<file path="src/rtl/kv_pkg.sv">
// Shared definitions for the Wishbone key-value store.
// Contents: the command opcode and engine state enums, the register offsets
// (word index, from wbs_adr_i[4:2]) and the STATUS bit positions.
package kv_pkg;

   typedef enum logic [1:0] {
      OP_NOP = 2'd0,
      OP_PUT = 2'd1,
      OP_GET = 2'd2,
      OP_DEL = 2'd3
   } op_e;

   typedef enum logic [1:0] {
      ST_IDLE   = 2'd0,
      ST_SCAN   = 2'd1,
      ST_COMMIT = 2'd2
   } state_e;

   localparam logic [2:0] REG_KEY    = 3'd0;
   localparam logic [2:0] REG_VALUE  = 3'd1;
   localparam logic [2:0] REG_CMD    = 3'd2;
   localparam logic [2:0] REG_STATUS = 3'd3;
   localparam logic [2:0] REG_IRQ_EN = 3'd4;

   localparam int unsigned STAT_BUSY    = 0;
   localparam int unsigned STAT_HIT     = 1;
   localparam int unsigned STAT_FULL    = 2;
   localparam int unsigned STAT_DONE    = 3;
   localparam int unsigned STAT_ERR     = 4;
   localparam int unsigned STAT_CNT_LSB = 8;

endpackage

</file>
<file path="src/rtl/kv_store_wb_table.sv">
// Entry storage for the key-value store: valid/key/value arrays.
// Ports: clk/rst (sync, active-high clear of all entries);
//        rd_idx -> rd_valid/rd_key/rd_val (combinational read);
//        we/wr_idx/wr_key/wr_val/wr_valid (single write port).
module kv_table #(
   parameter int unsigned KEY_W = 16,
   parameter int unsigned VAL_W = 32,
   parameter int unsigned DEPTH = 16,
   parameter int unsigned IDX_W = $clog2(DEPTH) + 1
) (
   input  logic             clk,
   input  logic             rst,
   input  logic [IDX_W-1:0] rd_idx,
   output logic             rd_valid,
   output logic [KEY_W-1:0] rd_key,
   output logic [VAL_W-1:0] rd_val,
   input  logic             we,
   input  logic [IDX_W-1:0] wr_idx,
   input  logic [KEY_W-1:0] wr_key,
   input  logic [VAL_W-1:0] wr_val,
   input  logic             wr_valid
);

   logic             valid_q [DEPTH];
   logic [KEY_W-1:0] key_q   [DEPTH];
   logic [VAL_W-1:0] val_q   [DEPTH];

   // Entry write / clear; decoded compare keeps the full-width index meaningful.
   always_ff @(posedge clk) begin
      for (int i = 0; i < DEPTH; i++) begin
         if (rst) begin
            valid_q[i] <= 1'b0;
            key_q[i]   <= '0;
            val_q[i]   <= '0;
         end else if (we && wr_idx == IDX_W'(i)) begin
            valid_q[i] <= wr_valid;
            key_q[i]   <= wr_key;
            val_q[i]   <= wr_val;
         end
      end
   end

   // Combinational read mux.
   always_comb begin
      rd_valid = 1'b0;
      rd_key   = '0;
      rd_val   = '0;
      for (int i = 0; i < DEPTH; i++) begin
         if (rd_idx == IDX_W'(i)) begin
            rd_valid = valid_q[i];
            rd_key   = key_q[i];
            rd_val   = val_q[i];
         end
      end
   end

endmodule

</file>
<file path="src/rtl/kv_store_wb.sv">
// Wishbone key-value store: register file, Wishbone slave and the scan/commit
// command engine. PUT/GET/DEL scan every entry (fixed latency) then commit.
// Ports: wb_clk_i/wb_rst_i (sync active-high), Wishbone classic slave
//        (wbs_cyc_i, wbs_stb_i, wbs_we_i, wbs_sel_i, wbs_adr_i, wbs_dat_i,
//        wbs_ack_o, wbs_dat_o), user_irq = done & IRQ_EN[0].
module kv_store_wb
   import kv_pkg::*;
#(
   parameter int unsigned KEY_W    = 16,
   parameter int unsigned VAL_W    = 32,
   parameter int unsigned DEPTH    = 16,
   parameter logic [31:0] BASE_ADR = 32'h3000_0000
) (
   input  logic        wb_clk_i,
   input  logic        wb_rst_i,
   input  logic        wbs_cyc_i,
   input  logic        wbs_stb_i,
   input  logic        wbs_we_i,
   input  logic [3:0]  wbs_sel_i,
   input  logic [31:0] wbs_adr_i,
   input  logic [31:0] wbs_dat_i,
   output logic        wbs_ack_o,
   output logic [31:0] wbs_dat_o,
   output logic        user_irq
);

   localparam int unsigned IDX_W = $clog2(DEPTH) + 1;
   localparam logic [IDX_W-1:0] LAST_IDX = IDX_W'(DEPTH - 1);

   // Byte selects and byte-offset bits have no effect: every access is a full word.
   logic unused_ok;
   assign unused_ok = ^{wbs_sel_i, wbs_adr_i[1:0]};

   // Registers
   logic [KEY_W-1:0] key_q;
   logic [VAL_W-1:0] value_q;
   logic             irq_en_q;
   logic             hit_q, full_q, done_q, err_q;
   logic [IDX_W-1:0] count_q;

   // Latched bus request, executed in the ack cycle
   logic             req_we_q;
   logic [2:0]       req_off_q;
   logic [31:0]      req_dat_q;

   // Engine
   state_e           state, state_n;
   op_e              op_q;
   logic [KEY_W-1:0] op_key_q;
   logic [VAL_W-1:0] op_val_q;
   logic [IDX_W-1:0] scan_idx_q, match_idx_q, free_idx_q;
   logic             match_found_q, free_found_q;

   logic             req_c, wr_c, cmd_wr_c, busy_c;
   logic             start_c, scan_c, commit_c, hit_c;
   logic [31:0]      rd_word_c, status_c;

   logic             tbl_rd_valid;
   logic [KEY_W-1:0] tbl_rd_key;
   logic [VAL_W-1:0] tbl_rd_val;
   logic [IDX_W-1:0] tbl_rd_idx, tbl_wr_idx;
   logic             tbl_we, tbl_wr_valid;

   // Accept a new access only when not acking, so back-to-back strobes get a gap cycle.
   assign req_c    = wbs_cyc_i & wbs_stb_i & ~wbs_ack_o &
                     (wbs_adr_i[31:5] == BASE_ADR[31:5]);
   assign wr_c     = wbs_ack_o & req_we_q;
   assign cmd_wr_c = wr_c & (req_off_q == REG_CMD);
   assign busy_c   = (state != ST_IDLE);
   assign user_irq = done_q & irq_en_q;

   // STATUS word assembly.
   always_comb begin
      status_c                          = '0;
      status_c[STAT_BUSY]               = busy_c;
      status_c[STAT_HIT]                = hit_q;
      status_c[STAT_FULL]               = full_q;
      status_c[STAT_DONE]               = done_q;
      status_c[STAT_ERR]                = err_q;
      status_c[STAT_CNT_LSB +: 8]       = 8'(count_q);
   end

   // Read mux; unmapped offsets and CMD read back as zero.
   always_comb begin
      rd_word_c = '0;
      case (wbs_adr_i[4:2])
         REG_KEY:    rd_word_c = 32'(key_q);
         REG_VALUE:  rd_word_c = 32'(value_q);
         REG_STATUS: rd_word_c = status_c;
         REG_IRQ_EN: rd_word_c = 32'(irq_en_q);
         default:    rd_word_c = '0;
      endcase
   end

   // Wishbone slave: one-cycle ack, read data registered alongside it.
   always_ff @(posedge wb_clk_i) begin
      if (wb_rst_i) begin
         wbs_ack_o <= 1'b0;
         wbs_dat_o <= '0;
         req_we_q  <= 1'b0;
         req_off_q <= '0;
         req_dat_q <= '0;
      end else begin
         wbs_ack_o <= req_c;
         wbs_dat_o <= (req_c && !wbs_we_i) ? rd_word_c : '0;
         if (req_c) begin
            req_we_q  <= wbs_we_i;
            req_off_q <= wbs_adr_i[4:2];
            req_dat_q <= wbs_dat_i;
         end
      end
   end

   // FSM state register.
   always_ff @(posedge wb_clk_i) begin
      if (wb_rst_i) state <= ST_IDLE;
      else          state <= state_n;
   end

   // FSM next state and engine strobes.
   always_comb begin
      state_n  = state;
      start_c  = 1'b0;
      scan_c   = 1'b0;
      commit_c = 1'b0;
      unique case (state)
         ST_IDLE: begin
            if (cmd_wr_c && req_dat_q[1:0] != OP_NOP) begin
               start_c = 1'b1;
               state_n = ST_SCAN;
            end
         end
         ST_SCAN: begin
            scan_c = 1'b1;
            if (scan_idx_q == LAST_IDX) state_n = ST_COMMIT;
         end
         ST_COMMIT: begin
            commit_c = 1'b1;
            state_n  = ST_IDLE;
         end
         default: state_n = ST_IDLE;
      endcase
   end

   assign hit_c      = tbl_rd_valid && (tbl_rd_key == op_key_q);
   assign tbl_rd_idx = (state == ST_COMMIT) ? match_idx_q : scan_idx_q;

   // Scan engine: one entry per cycle, keep first match and lowest free slot.
   always_ff @(posedge wb_clk_i) begin
      if (wb_rst_i) begin
         op_q          <= OP_NOP;
         op_key_q      <= '0;
         op_val_q      <= '0;
         scan_idx_q    <= '0;
         match_idx_q   <= '0;
         free_idx_q    <= '0;
         match_found_q <= 1'b0;
         free_found_q  <= 1'b0;
      end else if (start_c) begin
         op_q          <= op_e'(req_dat_q[1:0]);
         op_key_q      <= key_q;
         op_val_q      <= value_q;
         scan_idx_q    <= '0;
         match_found_q <= 1'b0;
         free_found_q  <= 1'b0;
      end else if (scan_c) begin
         if (hit_c && !match_found_q) begin
            match_found_q <= 1'b1;
            match_idx_q   <= scan_idx_q;
         end
         if (!tbl_rd_valid && !free_found_q) begin
            free_found_q <= 1'b1;
            free_idx_q   <= scan_idx_q;
         end
         if (scan_idx_q != LAST_IDX) scan_idx_q <= scan_idx_q + IDX_W'(1);
      end
   end

   // Table write port driven only in COMMIT.
   always_comb begin
      tbl_we       = 1'b0;
      tbl_wr_idx   = match_idx_q;
      tbl_wr_valid = 1'b1;
      if (commit_c) begin
         case (op_q)
            OP_PUT: begin
               if (match_found_q) begin
                  tbl_we = 1'b1;
               end else if (free_found_q) begin
                  tbl_we     = 1'b1;
                  tbl_wr_idx = free_idx_q;
               end
            end
            OP_DEL: begin
               if (match_found_q) begin
                  tbl_we       = 1'b1;
                  tbl_wr_valid = 1'b0;
               end
            end
            default: tbl_we = 1'b0;
         endcase
      end
   end

   // Register file; commit updates come last so the engine wins any same-cycle write.
   always_ff @(posedge wb_clk_i) begin
      if (wb_rst_i) begin
         key_q    <= '0;
         value_q  <= '0;
         irq_en_q <= 1'b0;
         hit_q    <= 1'b0;
         full_q   <= 1'b0;
         done_q   <= 1'b0;
         err_q    <= 1'b0;
         count_q  <= '0;
      end else begin
         if (wr_c && req_off_q == REG_KEY)    key_q    <= req_dat_q[KEY_W-1:0];
         if (wr_c && req_off_q == REG_VALUE)  value_q  <= req_dat_q[VAL_W-1:0];
         if (wr_c && req_off_q == REG_IRQ_EN) irq_en_q <= req_dat_q[0];
         if (wr_c && req_off_q == REG_STATUS) begin
            if (req_dat_q[STAT_DONE]) done_q <= 1'b0;
            if (req_dat_q[STAT_ERR])  err_q  <= 1'b0;
         end
         if (cmd_wr_c && busy_c) err_q <= 1'b1;
         if (start_c) begin
            hit_q  <= 1'b0;
            full_q <= 1'b0;
         end
         if (commit_c) begin
            done_q <= 1'b1;
            case (op_q)
               OP_PUT: begin
                  if (match_found_q) begin
                     hit_q <= 1'b1;
                  end else if (free_found_q) begin
                     count_q <= count_q + IDX_W'(1);
                  end else begin
                     full_q <= 1'b1;
                     err_q  <= 1'b1;
                  end
               end
               OP_GET: begin
                  if (match_found_q) begin
                     hit_q   <= 1'b1;
                     value_q <= tbl_rd_val;
                  end
               end
               OP_DEL: begin
                  if (match_found_q) begin
                     hit_q   <= 1'b1;
                     count_q <= count_q - IDX_W'(1);
                  end
               end
               default: ;
            endcase
         end
      end
   end

   kv_table #(
      .KEY_W (KEY_W),
      .VAL_W (VAL_W),
      .DEPTH (DEPTH),
      .IDX_W (IDX_W)
   ) u_table (
      .clk      (wb_clk_i),
      .rst      (wb_rst_i),
      .rd_idx   (tbl_rd_idx),
      .rd_valid (tbl_rd_valid),
      .rd_key   (tbl_rd_key),
      .rd_val   (tbl_rd_val),
      .we       (tbl_we),
      .wr_idx   (tbl_wr_idx),
      .wr_key   (op_key_q),
      .wr_val   (op_val_q),
      .wr_valid (tbl_wr_valid)
   );

endmodule

</file>
<file path="config.mk">
export PLATFORM = sky130hd
export DESIGN_NAME = kv_store_wb
export DESIGN_NICKNAME = d
export VERILOG_FILES = /design/src/rtl/kv_pkg.sv /design/src/rtl/kv_store_wb_table.sv /design/src/rtl/kv_store_wb.sv
export SDC_FILE = /design/constraint.sdc
export NUM_CORES = 2
export LEC_CHECK = 0
export BUFFER_PORTS_ARGS = -buffer_cell sky130_fd_sc_hd__buf_2
export CORE_MARGIN = 3
export CORE_UTILIZATION = 38
export CTS_BUF_LIST = sky130_fd_sc_hd__clkbuf_16
export DETAILED_ROUTE_END_ITERATION = 6
export GPL_TIMING_DRIVEN = 0
export HOLD_SLACK_MARGIN = 0.03
export PLACE_DENSITY_LB_ADDON = 0.15
export SYNTH_ARGS = -nofsm -noshare
export SYNTH_HDL_FRONTEND = slang
export SYNTH_HIERARCHICAL = 1
export SYNTH_SLANG_ARGS = --single-unit
</file>
<file path="constraint.sdc">
create_clock -name wb_clk_i -period 6.3 [get_ports wb_clk_i]
set_input_delay 0.945 -clock wb_clk_i [delete_from_list [all_inputs] [get_ports wb_clk_i]]
set_output_delay 0.945 -clock wb_clk_i [all_outputs]
set_load 0.05 [all_outputs]
</file>
==> metrics.md <==
| Metric | Value |
|---|---|
| Layout fillers | 10760 |
| Post-route DRC violation count | 0 |
| Slew Viols, Final | 21 |
| Die H | 347.2 um |
| Vias in the first global route | 31620 |
| Synth unique cells | 90 |
| Synthesis Warnings | 6 |
| Port Buffers | 99 |
| Wire length of the first global-routing pass | 266800 um |
| Share of post-route cells with drive strength above 1 | 0.1161 |
| Area after DPL | 47360 um^2 |
| # clock sinks | 980 |
| Post-synthesis sequential area ratio | 0.6207 |
| Status | complete, but fails checks |
| CTS tree | yes |
| Tmin final | 6.239 ns |
| Period utilization | 0.9903 |
| CP endpoint kind | flip-flop |
| #FFs+latches synth | 980 |
| # resized after CTS | 3 |
| Grt total ovfl | 0 |
| Worst hold stages | 2 |
| R2r startpoint | state[1] |
| Total CTS buffers | 108 |
| Core area | 115000 um^2 |
| 1st-pass router iterations | 6 |
| Hold WS | 0.4762 ns |
| Number of synthesized flops with an enable pin | 784 |
| Switching Share | 0.2202 |
| H-tree Lvls | 3 |
| Synth top area cells | edfxtp_1, and2_1, dfxtp_1 |
| Clock power frac | 0.449 |
| Vias per cell | 6.072 |
| Post-Syn Nets | 3780 |
| CP startpoint kind | flip-flop |
| Largest net degree at the start of global routing | 42 |
| Cell area after synthesis | 44250 um^2 |
| CTS Root Cell | clkbuf_16 |
| Layout Utilization | 0.4421 |
| Fin. Hold Viols | 0 |
| Main synth FF type | edfxtp_1 |
| Fin nets | 4014 |
| Worst-path clk slew | 0.06 ns |
| Via count | 33760 |
| Average size of a mapped cell | 11.96 um^2 |
| Worst path required time | 6.84 ns |
| Top-count cell post-synth | and2_1 |
| CP Class | reg -> reg |
| Synth top cells by count | and2_1, edfxtp_1, a21oi_1, clkbuf_1, nand2_1 |
| F_max | 160.3 MHz |
| Die X | 347.2 um |
| Register-to-Register Path Depth | 15 |
| R2R setup slack | 0.06 ns |
| Dpl hpwl | 134700 um |
| CP bufs+invs | 4 |
| First DRT Iteration DRCs | 5220 |
| Max Cap Viol | 2 |
| Skew-Pair Late Insertion Delay | 0.71 ns |
| Multi-input gate area | 15450 um^2 |
| Clk_skew | 0.03418 ns |
| Combinational share of power | 0.028 |
| Delay-heaviest family, CP | buffers and inverters |
| ANT nets after route | 0 |
| Final non-filler cell area | 50830 um^2 |
| Sequential Area | 27470 um^2 |
| Routed len/inst | 35.83 um |
| CP cell instances | nor2b_1 > clkbuf_1 > mux2_2 > buf_2 > nand2_1 > nor2_1 > buf_2 > clkbuf_1 > a21oi_1 > a31oi_2 > xor2_1 > nor4b_1 > nand4_1 > o21ai_0 > a21oi_1 |
| Worst VDD drop | 0.2404 mV |
| WHS Endpoint | op_val_q[7] |
| NetSw | 3.019 mW |
| Power per cell area | 269.8 nW/um^2 |
| GRT Overall Usage | 0.3235 |
| Cts hold-fix bufs | 0 |
| Gp weighted congestion | 0.9891 |
| Post-CTS setup buffer count | 0 |
| Number of core rows | 124 |
| Asr flop ratio synth | 0 |
| Setup_tns | 0 ns |
| Slew headroom | -0.02953 |
| Internal power | 10.69 mW |
| Crit path max fanout | 10 |
| Gate Count Post-Synth | 3701 |
| Slew at the pin closest to its max-slew limit | 1.544 ns |
| Drt total wl | 199200 um |
| Critical path data arrival time | 6.78 ns |
| Setup violations, final | 0 |
| Die footprint | 120600 um^2 |
| RR Endpoint | match_idx_q[2] |
| Pleak | 18.73 nW |
| Synth top area share | 0.5321 |
| Initial antenna violation count | 26 |
| Crit-path slowest cell | clkbuf_1 |
| Seq pwr share | 0.524 |
| Area Growth Syn to Fin | 14.87% |
| Min-delay worst type | reg -> reg |
| CTS max path bufs | 3 |
| Failing checks | capacitance limit, slew limit |
| Largest stage delay, worst path | 1.02 ns |
| Post-synth top area cell | edfxtp_1 |
| Initial Util | 0.3849 |
| # IOs | 107 |
| Hold path startpoint | value_q[7] |
==> routing by layer <==
metal  vias to the layer above  global-route usage  share of wire
met4                         8              0.1699          0.059
met5                         -                   0        0.00022
met1                     16980              0.4336           0.39
met2                      2342              0.4727           0.42
li1                      13960                   -              -
met3                       474             0.09653           0.12
==> final cells by class <==
type | instances | share of cell area
sequential | 980 | 0.5404
multi-input combinational | 2378 | 0.3039
clock buffer | 109 | 0.05367
tap | 1512 | 0.03722
buffer | 320 | 0.02834
timing repair buffer | 125 | 0.02110
clock inverter | 96 | 0.01288
inverter | 22 | 0.001625
antenna | 17 | 0.0008370
==> kinds of logic (layout without fill, tap and decap cells) <==
group,after synthesis,count (layout),synth area share
AO/OA/AOI/OAI,751,751,0.1161
buffers and inverters,343,672,0.03436
adder cells (fa/ha/maj),6,6,0.001866
XOR/XNOR,23,23,0.004553
flip-flops,980,980,0.6207
multiplexers,152,152,0.03597
AND/OR/NAND/NOR,1446,1446,0.1864
other,0,17,0
==> worst register-to-register path, stage by stage, from the launching register on <==
cell and delay [ns]:
dfxtp_1 0.33, nor2b_1 0.23, clkbuf_1 0.47, mux2_2 0.46, buf_2 0.32, nand2_1 0.18
nor2_1 0.29, buf_2 0.57, clkbuf_1 1.02, a21oi_1 0.22, a31oi_2 0.60, xor2_1 0.20
nor4b_1 0.54, nand4_1 0.32, o21ai_0 0.28, a21oi_1 0.09
==> cells in the final DEF, fill, tap and decap left out, drive strengths merged, types with 26 or more instances in the layout <==
| cell type | count |
|---|---|
| clkbuf | 322 |
| nor3 | 30 |
| a21o | 26 |
| a22o | 60 |
| dfxtp | 196 |
| clkinv | 58 |
| inv | 51 |
| and2 | 810 |
| nor4 | 32 |
| a221oi | 26 |
| nor2 | 184 |
| and3 | 48 |
| a21oi | 242 |
| a211oi | 39 |
| a22oi | 26 |
| o21ai | 88 |
| mux2i | 123 |
| nand3 | 27 |
| o22ai | 33 |
| edfxtp | 784 |
| buf | 232 |
| nand2 | 204 |
| mux2 | 26 |
==> flip-flops by register name, indices dropped and copies added, names as in the netlist, 16 cells and up <==
register and cells:
op_val_q 32, u_table/valid_q 16, wbs_dat_o 32, value_q 32
u_table/key_q 256, u_table/val_q 512, key_q 16, req_dat_q 32
op_key_q 16
==> how the worst max path moves through the flow <==
stage | from | cells past startpoint | end | slack (ns)
after floorplan | state[1] | 7 | u_table/key_q[1][64] | 1.67
after global placement | state[1] | 7 | u_table/val_q[1][253] | -2.76
after detailed placement | state[1] | 17 | match_idx_q[2] | -0.18
after CTS | state[1] | 15 | match_idx_q[2] | 0.04
after global routing | state[1] | 15 | match_idx_q[2] | -0.00002
final | state[1] | 15 | match_idx_q[2] | 0.06
==> power by group through the flow <==
stage,Clock [mW],Combinational (mW),Sequential [mW]
after detailed placement,0,0.369,7.32
after CTS,6.21,0.370,7.18
after global routing,6.47,0.384,7.19
after global placement,0,0.318,7.34
after floorplan,0,0.144,7.31
final,6.15,0.378,7.18
==> metrics by stage <==
step	setup WS [ns]	cells	total power [mW]
after floorplan	1.673	3701	7.454
after global placement	-2.765	5312	7.661
after global routing	-0.00001599	5542	14.05
after detailed placement	-0.1779	5337	7.686
final	0.06137	5559	13.71
after CTS	0.03918	5542	13.76
(Power assumes the default switching activity.)
